File: src/rtl/inert_intf_mch_if.sv
// SPI transaction handshake between inert_intf_mch (master) and the external SPI engine (slave).
interface inert_intf_mch_if;
  logic        wrt;
  logic [15:0] cmd;
  logic        done;
  logic [15:0] rd_data;

  modport master (output wrt, cmd, input done, rd_data);
  modport slave  (input wrt, cmd, output done, rd_data);
endinterface

File: src/rtl/inert_intf_mch.sv
// Multi-channel inertial sensor front end: power-up wait, SPI init sequence, INT-driven frame reads.
// Optional clamp filter on published words is enabled by defining INERT_CLAMP_EN.
module inert_intf_mch #(
  parameter int           NUM_CH    = 2,
  parameter logic [31:0]  CH_ADDR   = 32'h0000_2C22,
  parameter int           NUM_INIT  = 4,
  parameter logic [127:0] INIT_CMDS = 128'h0000_0000_0000_0000_1460_1150_1053_0D02,
  parameter int           PWR_CYC   = 65536,
  parameter int           GAP_CYC   = 1024,
  parameter int           TMO_CYC   = 65535,
  parameter logic [15:0]  CLAMP     = 16'h1F00
) (
  input  logic                   clk,
  input  logic                   rst,
  input  logic                   INT,
  inert_intf_mch_if.master       spi,
  output logic [16*NUM_CH-1:0]   data,
  output logic                   vld,
  output logic                   init_done,
  output logic                   timeout,
  output logic                   ovr
);

  localparam int PW = $clog2(PWR_CYC + 1);
  localparam int GW = $clog2(GAP_CYC + 1);
  localparam int TW = $clog2(TMO_CYC + 1);
  localparam logic [PW-1:0] PWR_LAST = PW'(PWR_CYC - 1);
  localparam logic [GW-1:0] GAP_LOAD = GW'(GAP_CYC - 1);
  localparam logic [TW-1:0] TMO_MAX  = TW'(TMO_CYC);
  localparam logic [3:0]    N_INIT   = 4'(NUM_INIT);
  localparam logic [1:0]    LAST_CH  = 2'(NUM_CH - 1);

  typedef enum logic [2:0] {
    S_PWRUP, S_INIT, S_INIT_W, S_IDLE, S_RD, S_RD_W, S_PUB
  } state_t;

  state_t                   state_q, state_d;
  logic [PW-1:0]            pwr_q, pwr_d;
  logic [GW-1:0]            gap_q, gap_d;
  logic [TW-1:0]            tmo_q, tmo_d;
  logic [3:0]               k_q, k_d;
  logic [1:0]               ch_q, ch_d;
  logic                     hi_q, hi_d;
  logic                     pending_q, pending_d;
  logic [2:0]               sync_q, sync_d;
  logic [NUM_CH-1:0][15:0]  shadow_q, shadow_d;
  logic [NUM_CH-1:0][15:0]  data_q, data_d;
  logic                     vld_q, vld_d;
  logic                     init_done_q, init_done_d;
  logic                     timeout_q, timeout_d;
  logic                     ovr_q, ovr_d;

  logic                     rise;
  logic                     wrt_c;
  logic [15:0]              cmd_c;
  logic [6:0]               base_addr;
  logic [6:0]               rd_addr;
  logic [7:0]               unused_rd_hi;

  assign unused_rd_hi = spi.rd_data[15:8];

`ifdef INERT_CLAMP_EN
  function automatic logic [15:0] clamp_w(input logic [15:0] w);
    if ($signed(w) > $signed(CLAMP) || $signed(w) < -$signed(CLAMP))
      return '0;
    return w;
  endfunction
`else
  logic [15:0] unused_clamp;
  assign unused_clamp = CLAMP;
`endif

  // sync_q[1] is the second synchroniser stage; sync_q[2] holds its previous value for edge detect
  assign rise      = sync_q[1] & ~sync_q[2];
  assign base_addr = CH_ADDR[{ch_q, 3'b000} +: 7];
  assign rd_addr   = base_addr + {6'd0, hi_q};

  always_comb begin
    state_d     = state_q;
    pwr_d       = pwr_q;
    gap_d       = (gap_q != '0) ? gap_q - GW'(1) : gap_q;
    tmo_d       = tmo_q;
    k_d         = k_q;
    ch_d        = ch_q;
    hi_d        = hi_q;
    pending_d   = pending_q | rise;
    sync_d      = {sync_q[1:0], INT};
    shadow_d    = shadow_q;
    data_d      = data_q;
    vld_d       = 1'b0;
    init_done_d = init_done_q;
    timeout_d   = timeout_q;
    ovr_d       = rise & pending_q & (state_q != S_IDLE);
    wrt_c       = 1'b0;
    cmd_c       = INIT_CMDS[{k_q[2:0], 4'b0000} +: 16];

    case (state_q)
      S_PWRUP: begin
        pwr_d = pwr_q + PW'(1);
        if (pwr_q == PWR_LAST) begin
          state_d = S_INIT;
          k_d     = '0;
          gap_d   = '0;
        end
      end
      S_INIT: begin
        if (gap_q == '0) begin
          wrt_c   = 1'b1;
          state_d = S_INIT_W;
        end
      end
      S_INIT_W: begin
        if (spi.done) begin
          k_d   = k_q + 4'd1;
          gap_d = GAP_LOAD;
          if (k_q + 4'd1 == N_INIT) begin
            init_done_d = 1'b1;
            tmo_d       = '0;
            state_d     = S_IDLE;
          end else begin
            state_d = S_INIT;
          end
        end
      end
      S_IDLE: begin
        if (tmo_q != TMO_MAX)
          tmo_d = tmo_q + TW'(1);
        if (tmo_d == TMO_MAX && init_done_q)
          timeout_d = 1'b1;
        // a rise in the same cycle as the take keeps pending armed
        if (pending_q) begin
          pending_d = rise;
          tmo_d     = '0;
          ch_d      = '0;
          hi_d      = 1'b0;
          gap_d     = GAP_LOAD;
          state_d   = S_RD;
        end
      end
      S_RD: begin
        cmd_c = {1'b1, rd_addr, 8'h00};
        if (gap_q == '0) begin
          wrt_c   = 1'b1;
          state_d = S_RD_W;
        end
      end
      S_RD_W: begin
        cmd_c = {1'b1, rd_addr, 8'h00};
        if (spi.done) begin
          for (int unsigned i = 0; i < NUM_CH; i++) begin
            if (ch_q == 2'(i)) begin
              if (hi_q) shadow_d[i][15:8] = spi.rd_data[7:0];
              else      shadow_d[i][7:0]  = spi.rd_data[7:0];
            end
          end
          gap_d = GAP_LOAD;
          if (!hi_q) begin
            hi_d    = 1'b1;
            state_d = S_RD;
          end else if (ch_q == LAST_CH) begin
            state_d = S_PUB;
          end else begin
            ch_d    = ch_q + 2'd1;
            hi_d    = 1'b0;
            state_d = S_RD;
          end
        end
      end
      S_PUB: begin
        for (int unsigned i = 0; i < NUM_CH; i++) begin
`ifdef INERT_CLAMP_EN
          data_d[i] = clamp_w(shadow_q[i]);
`else
          data_d[i] = shadow_q[i];
`endif
        end
        vld_d   = 1'b1;
        state_d = S_IDLE;
      end
      default: state_d = S_PWRUP;
    endcase
  end

  always_ff @(posedge clk) begin
    if (rst) begin
      state_q     <= S_PWRUP;
      pwr_q       <= '0;
      gap_q       <= '0;
      tmo_q       <= '0;
      k_q         <= '0;
      ch_q        <= '0;
      hi_q        <= 1'b0;
      pending_q   <= 1'b0;
      sync_q      <= '0;
      shadow_q    <= '0;
      data_q      <= '0;
      vld_q       <= 1'b0;
      init_done_q <= 1'b0;
      timeout_q   <= 1'b0;
      ovr_q       <= 1'b0;
    end else begin
      state_q     <= state_d;
      pwr_q       <= pwr_d;
      gap_q       <= gap_d;
      tmo_q       <= tmo_d;
      k_q         <= k_d;
      ch_q        <= ch_d;
      hi_q        <= hi_d;
      pending_q   <= pending_d;
      sync_q      <= sync_d;
      shadow_q    <= shadow_d;
      data_q      <= data_d;
      vld_q       <= vld_d;
      init_done_q <= init_done_d;
      timeout_q   <= timeout_d;
      ovr_q       <= ovr_d;
    end
  end

  assign spi.wrt   = wrt_c;
  assign spi.cmd   = cmd_c;
  assign data      = data_q;
  assign vld       = vld_q;
  assign init_done = init_done_q;
  assign timeout   = timeout_q;
  assign ovr       = ovr_q;

endmodule

File: src/flat_wrapper.sv
// flat-port wrapper written by rule: the top's interface ports become plain ports
module inert_intf_mch_flat 
#(
  parameter int           NUM_CH    = 2,
  parameter logic [31:0]  CH_ADDR   = 32'h0000_2C22,
  parameter int           NUM_INIT  = 4,
  parameter logic [127:0] INIT_CMDS = 128'h0000_0000_0000_0000_1460_1150_1053_0D02,
  parameter int           PWR_CYC   = 65536,
  parameter int           GAP_CYC   = 1024,
  parameter int           TMO_CYC   = 65535,
  parameter logic [15:0]  CLAMP     = 16'h1F00
)
  (clk, rst, INT, data, vld, init_done, timeout, ovr, spi_wrt, spi_cmd, spi_done, spi_rd_data);
  inert_intf_mch_if spi_i ();
  input  logic clk;
  input  logic rst;
  input  logic INT;
  output logic [16*NUM_CH-1:0] data;
  output logic vld;
  output logic init_done;
  output logic timeout;
  output logic ovr;
  output wire logic [$bits(spi_i.wrt)-1:0] spi_wrt;
  output wire logic [$bits(spi_i.cmd)-1:0] spi_cmd;
  input wire logic [$bits(spi_i.done)-1:0] spi_done;
  input wire logic [$bits(spi_i.rd_data)-1:0] spi_rd_data;
  assign spi_wrt = spi_i.wrt;
  assign spi_cmd = spi_i.cmd;
  assign spi_i.done = spi_done;
  assign spi_i.rd_data = spi_rd_data;
  inert_intf_mch #(.NUM_CH(NUM_CH), .CH_ADDR(CH_ADDR), .NUM_INIT(NUM_INIT), .INIT_CMDS(INIT_CMDS), .PWR_CYC(PWR_CYC), .GAP_CYC(GAP_CYC), .TMO_CYC(TMO_CYC), .CLAMP(CLAMP)) u_core (.clk(clk), .rst(rst), .INT(INT), .spi(spi_i), .data(data), .vld(vld), .init_done(init_done), .timeout(timeout), .ovr(ovr));
endmodule
File: config.mk
export PLATFORM = sky130hd
export DESIGN_NAME = inert_intf_mch_flat
export DESIGN_NICKNAME = d
export VERILOG_FILES = /design/src/rtl/inert_intf_mch_if.sv /design/src/rtl/inert_intf_mch.sv /design/src/flat_wrapper.sv
export SDC_FILE = /design/constraint.sdc
export NUM_CORES = 1
export LEC_CHECK = 0
export CAP_MARGIN = 15
export CORE_MARGIN = 4
export CORE_UTILIZATION = 30
export CTS_BUF_LIST = sky130_fd_sc_hd__clkbuf_2 sky130_fd_sc_hd__clkbuf_4 sky130_fd_sc_hd__clkbuf_8
export DETAILED_ROUTE_END_ITERATION = 6
export HOLD_SLACK_MARGIN = 0.1
export SETUP_SLACK_MARGIN = 0.1
export SLEW_MARGIN = 5
export SYNTH_ARGS = -nofsm -noshare
export SYNTH_HDL_FRONTEND = slang
export SYNTH_SLANG_ARGS = --single-unit
File: constraint.sdc
create_clock -name clk -period 5.9 [get_ports clk]
set_input_delay 1.77 -clock clk [delete_from_list [all_inputs] [get_ports clk]]
set_output_delay 1.77 -clock clk [all_outputs]
set_load 0.01 [all_outputs]
==> results.md <==
* RD Place Congestion at 0.8280
* CP arrival at 2720 ps
* Post-route ant nets at 0
* Count of different cell masters after synthesis at 53
* RSZ-0062 raised after global routing: false
* Share of cells above drive strength 1 at 6.137%
* Critical path, cell by cell: or4_4 -> or3_4 -> nor3_1 -> nor3b_1 -> clkdlybuf4s50_1
* Post-place setup slack at 1879 ps
* Fin area at 6671 um^2
* Least-Margin Pin Slew at 1147 ps
* Row cnt at 49
* Max incr delay on CP at 580 ps
* Setup Skew at 13.90 ps
* Starting DRT DRC Count at 281
* Final hold vios at 0
* Post-synthesis xor/xnor area fraction at 4.554%
* CTS tree: built
* Area Overhead vs Synth at 19.61%
* Largest family of logic cells by synthesized area: simple AND/OR/NAND/NOR gates
* Status: finished clean
* CP Launch Type: flop
* DRT Pass-1 Iters at 5
* Slowest cell on crit path: clkdlybuf4s50_1
* Slew Limit Fails at 0
* Vias in the first global route at 4303
* Power, Total at 0.001999 W
* Final net count at 738
* CP Data Required Time at 4130 ps
* Starting Density at 30.74%
* Ant diodes at 0
* Yosys warning total at 0
* Wire length per cell at 13.66 um
* Sequential area share after synthesis at 45.22%
* Largest net degree at the start of global routing at 68
* Total CTS buffers at 17
* Grt ovf at 0
* Net switching power at 0.0005565 W
* Clock network fraction of design power at 35.4%
* Antenna violations before repair at 0
* # port buffers at 60
* Vias/cell at 4.821
* Synth Instances at 668
* Total track usage at 12.66%
* Most frequent cells in the layout: dfxtp_1 (126), nand2_1 (99), nor2_1 (85), a21oi_1 (68), clkdlybuf4s50_1 (59)
* Sink Count at 126
* First-pass GRT wire length at 21.14 mm
* Fmax at 222.8 MHz
* Die X at 144.4 um
* Switching Share at 27.84%
* Fraction of power consumed by combinational cells at 17.5%
* Sequential Power Share at 47.1%
* Setup CP Type: reg -> out
* CTS clock-pin slew for the worst setup and hold paths at 70 ps
* Async SR Flop Fraction at 0%
* Util after Layout at 36.76%
* CP endpoint kind: output port
* CTS Hold Bufs at 0
* Core Region at 18150 um^2
* Fin crit share at 76.09%
* Hpwl dp at 8.452 mm
* Pwr dens at 299.6 nW/um^2
* Pint at 0.001442 W
* Synth Cell Area at 5578 um^2
* Setup Buffers After CTS at 0
* Via count at 4561
* Max-Cap Viols at 0
* Commonest non-fill, non-tap cell in the layout: dfxtp_1
* Synthesized-area fraction occupied by adder cells at 2.692%
* Die Y at 144.4 um
* Final WL at 12.92 mm
* Hold Crit Class: reg -> reg
* Post-CTS sizing at 0
* Period minus WS final at 4489 ps
* Top-Level Pins at 73
* Syn Area/Cell at 8.350 um^2
* Post-synth top flop: dfxtp_1
* Post-synthesis compound-gate area fraction at 12.76%
* Peak supply drop at 0.2069 mV
* Post-synth EDFFs at 0
* Clock Tree Buf Depth at 2
* Pleak at 2.304 nW
* Setup violators final at 0
* # H-tree levels at 4
* Die area at 20840 um^2
* Dpl cell area at 6300 um^2
* CP Max Fanout at 4
* CTS root buffer: clkbuf_8
* Multiplexer share of the synthesized area at 6.303%
* Slack of the critical path at 1411 ps
* DRC at 0
* Simple-Gate Fraction of Synth Area at 23.67%
* Synth Register Bits at 126
* Final setup TNS at 0 ps
* Clock Latency Late Sink at 440 ps
* Relative slew margins at 23.23%
==> flip-flops by register name, indices dropped and copies added (netlist names) <==
| register | flops |
|---|---|
| u_core.data | 32 |
| u_core.shadow_q | 32 |
| u_core.pwr_q | 17 |
| u_core.tmo_q | 16 |
| u_core.gap_q | 11 |
| u_core.k_q | 4 |
| u_core.state_q | 3 |
| u_core.sync_q | 3 |
| u_core.ch_q | 2 |
| u_core.hi_q | 1 |
| u_core.init_done | 1 |
| u_core.ovr | 1 |
| u_core.pending_q | 1 |
| u_core.timeout | 1 |
| u_core.vld | 1 |
==> critical path, delay by kind of cell (launching register included) <==
| kind | cells | cell delay (ps) |
|---|---|---|
| buffers and inverters | 1 | 580 |
| flip-flops | 1 | 340 |
| AND/OR/NAND/NOR | 4 | 1360 |
==> logic make-up after synthesis <==
| group | Yosys count |
|---|---|
| AO/OA/AOI/OAI | 120 |
| adder cells (fa/ha/maj) | 12 |
| multiplexers | 35 |
| flip-flops | 126 |
| AND/OR/NAND/NOR | 282 |
| buffers and inverters | 63 |
| other | 1 |
| XOR/XNOR | 29 |
==> worst paths after layout <==
kind	start	endpoint	slack, ps	cells past startpoint
setup / recovery	u_core.gap_q[5]	spi_wrt	1410	5
hold / removal	u_core.sync_q[2]	u_core.ovr	430	1
setup reg to reg	u_core.state_q[2]	u_core.shadow_q[28]	3390	6
hold reg to reg	u_core.sync_q[2]	u_core.ovr	430	1
==> cells in the mapped netlist, types with 12 or more instances <==
| library cell | count | area [um^2] |
|---|---|---|
| clkbuf_1 | 38 | 142.6 |
| nand3_1 | 14 | 70.07 |
| a21oi_1 | 68 | 340.3 |
| nand2_1 | 99 | 371.6 |
| nand4_1 | 13 | 81.33 |
| inv_1 | 16 | 60.06 |
| ha_1 | 12 | 150.1 |
| mux2i_1 | 34 | 340.3 |
| nor2_1 | 86 | 322.8 |
| dfxtp_1 | 126 | 2522 |
| and3_1 | 13 | 81.33 |
| xor2_1 | 21 | 183.9 |
| nor3_1 | 13 | 65.06 |
==> metal layers <==
metal	share of wire [%]	global-route usage, %	wire, um
met5	0	0	0
met4	1.1	4.271	138
met3	6.2	4.861	805
met2	42	18.26	5375
met1	51	17.33	6600
==> stage by stage <==
step | cells | hold WS (ps)
final | 946 | 434.8
after global routing | 946 | 455.9
after CTS | 946 | 445.8
after detailed placement | 916 | 429.6
after global placement | 916 | 420.0
after floorplan | 671 | 388.2
==> power groups by stage <==
stage | Sequential (W) | Clock (W) | Combinational [W]
2_1_floorplan | 0.000937 | 0 | 0.000293
3_5_place_dp | 0.000959 | 0 | 0.000351
3_3_place_gp | 0.000959 | 0 | 0.000350
5_1_grt | 0.000947 | 0.000773 | 0.000397
6_report | 0.000941 | 0.000707 | 0.000351
4_1_cts | 0.000941 | 0.000732 | 0.000353
==> cell type report <==
cell class | count | area [um^2]
fill | 1898 | 11480
multi-input combinational | 482 | 2810
sequential | 126 | 2522
timing repair buffer | 63 | 620.6
clock buffer | 24 | 311.5
tap | 229 | 286.5
clock inverter | 6 | 60.06
inverter | 16 | 60.06
Note: power is estimated with default switching activity, not from simulation.
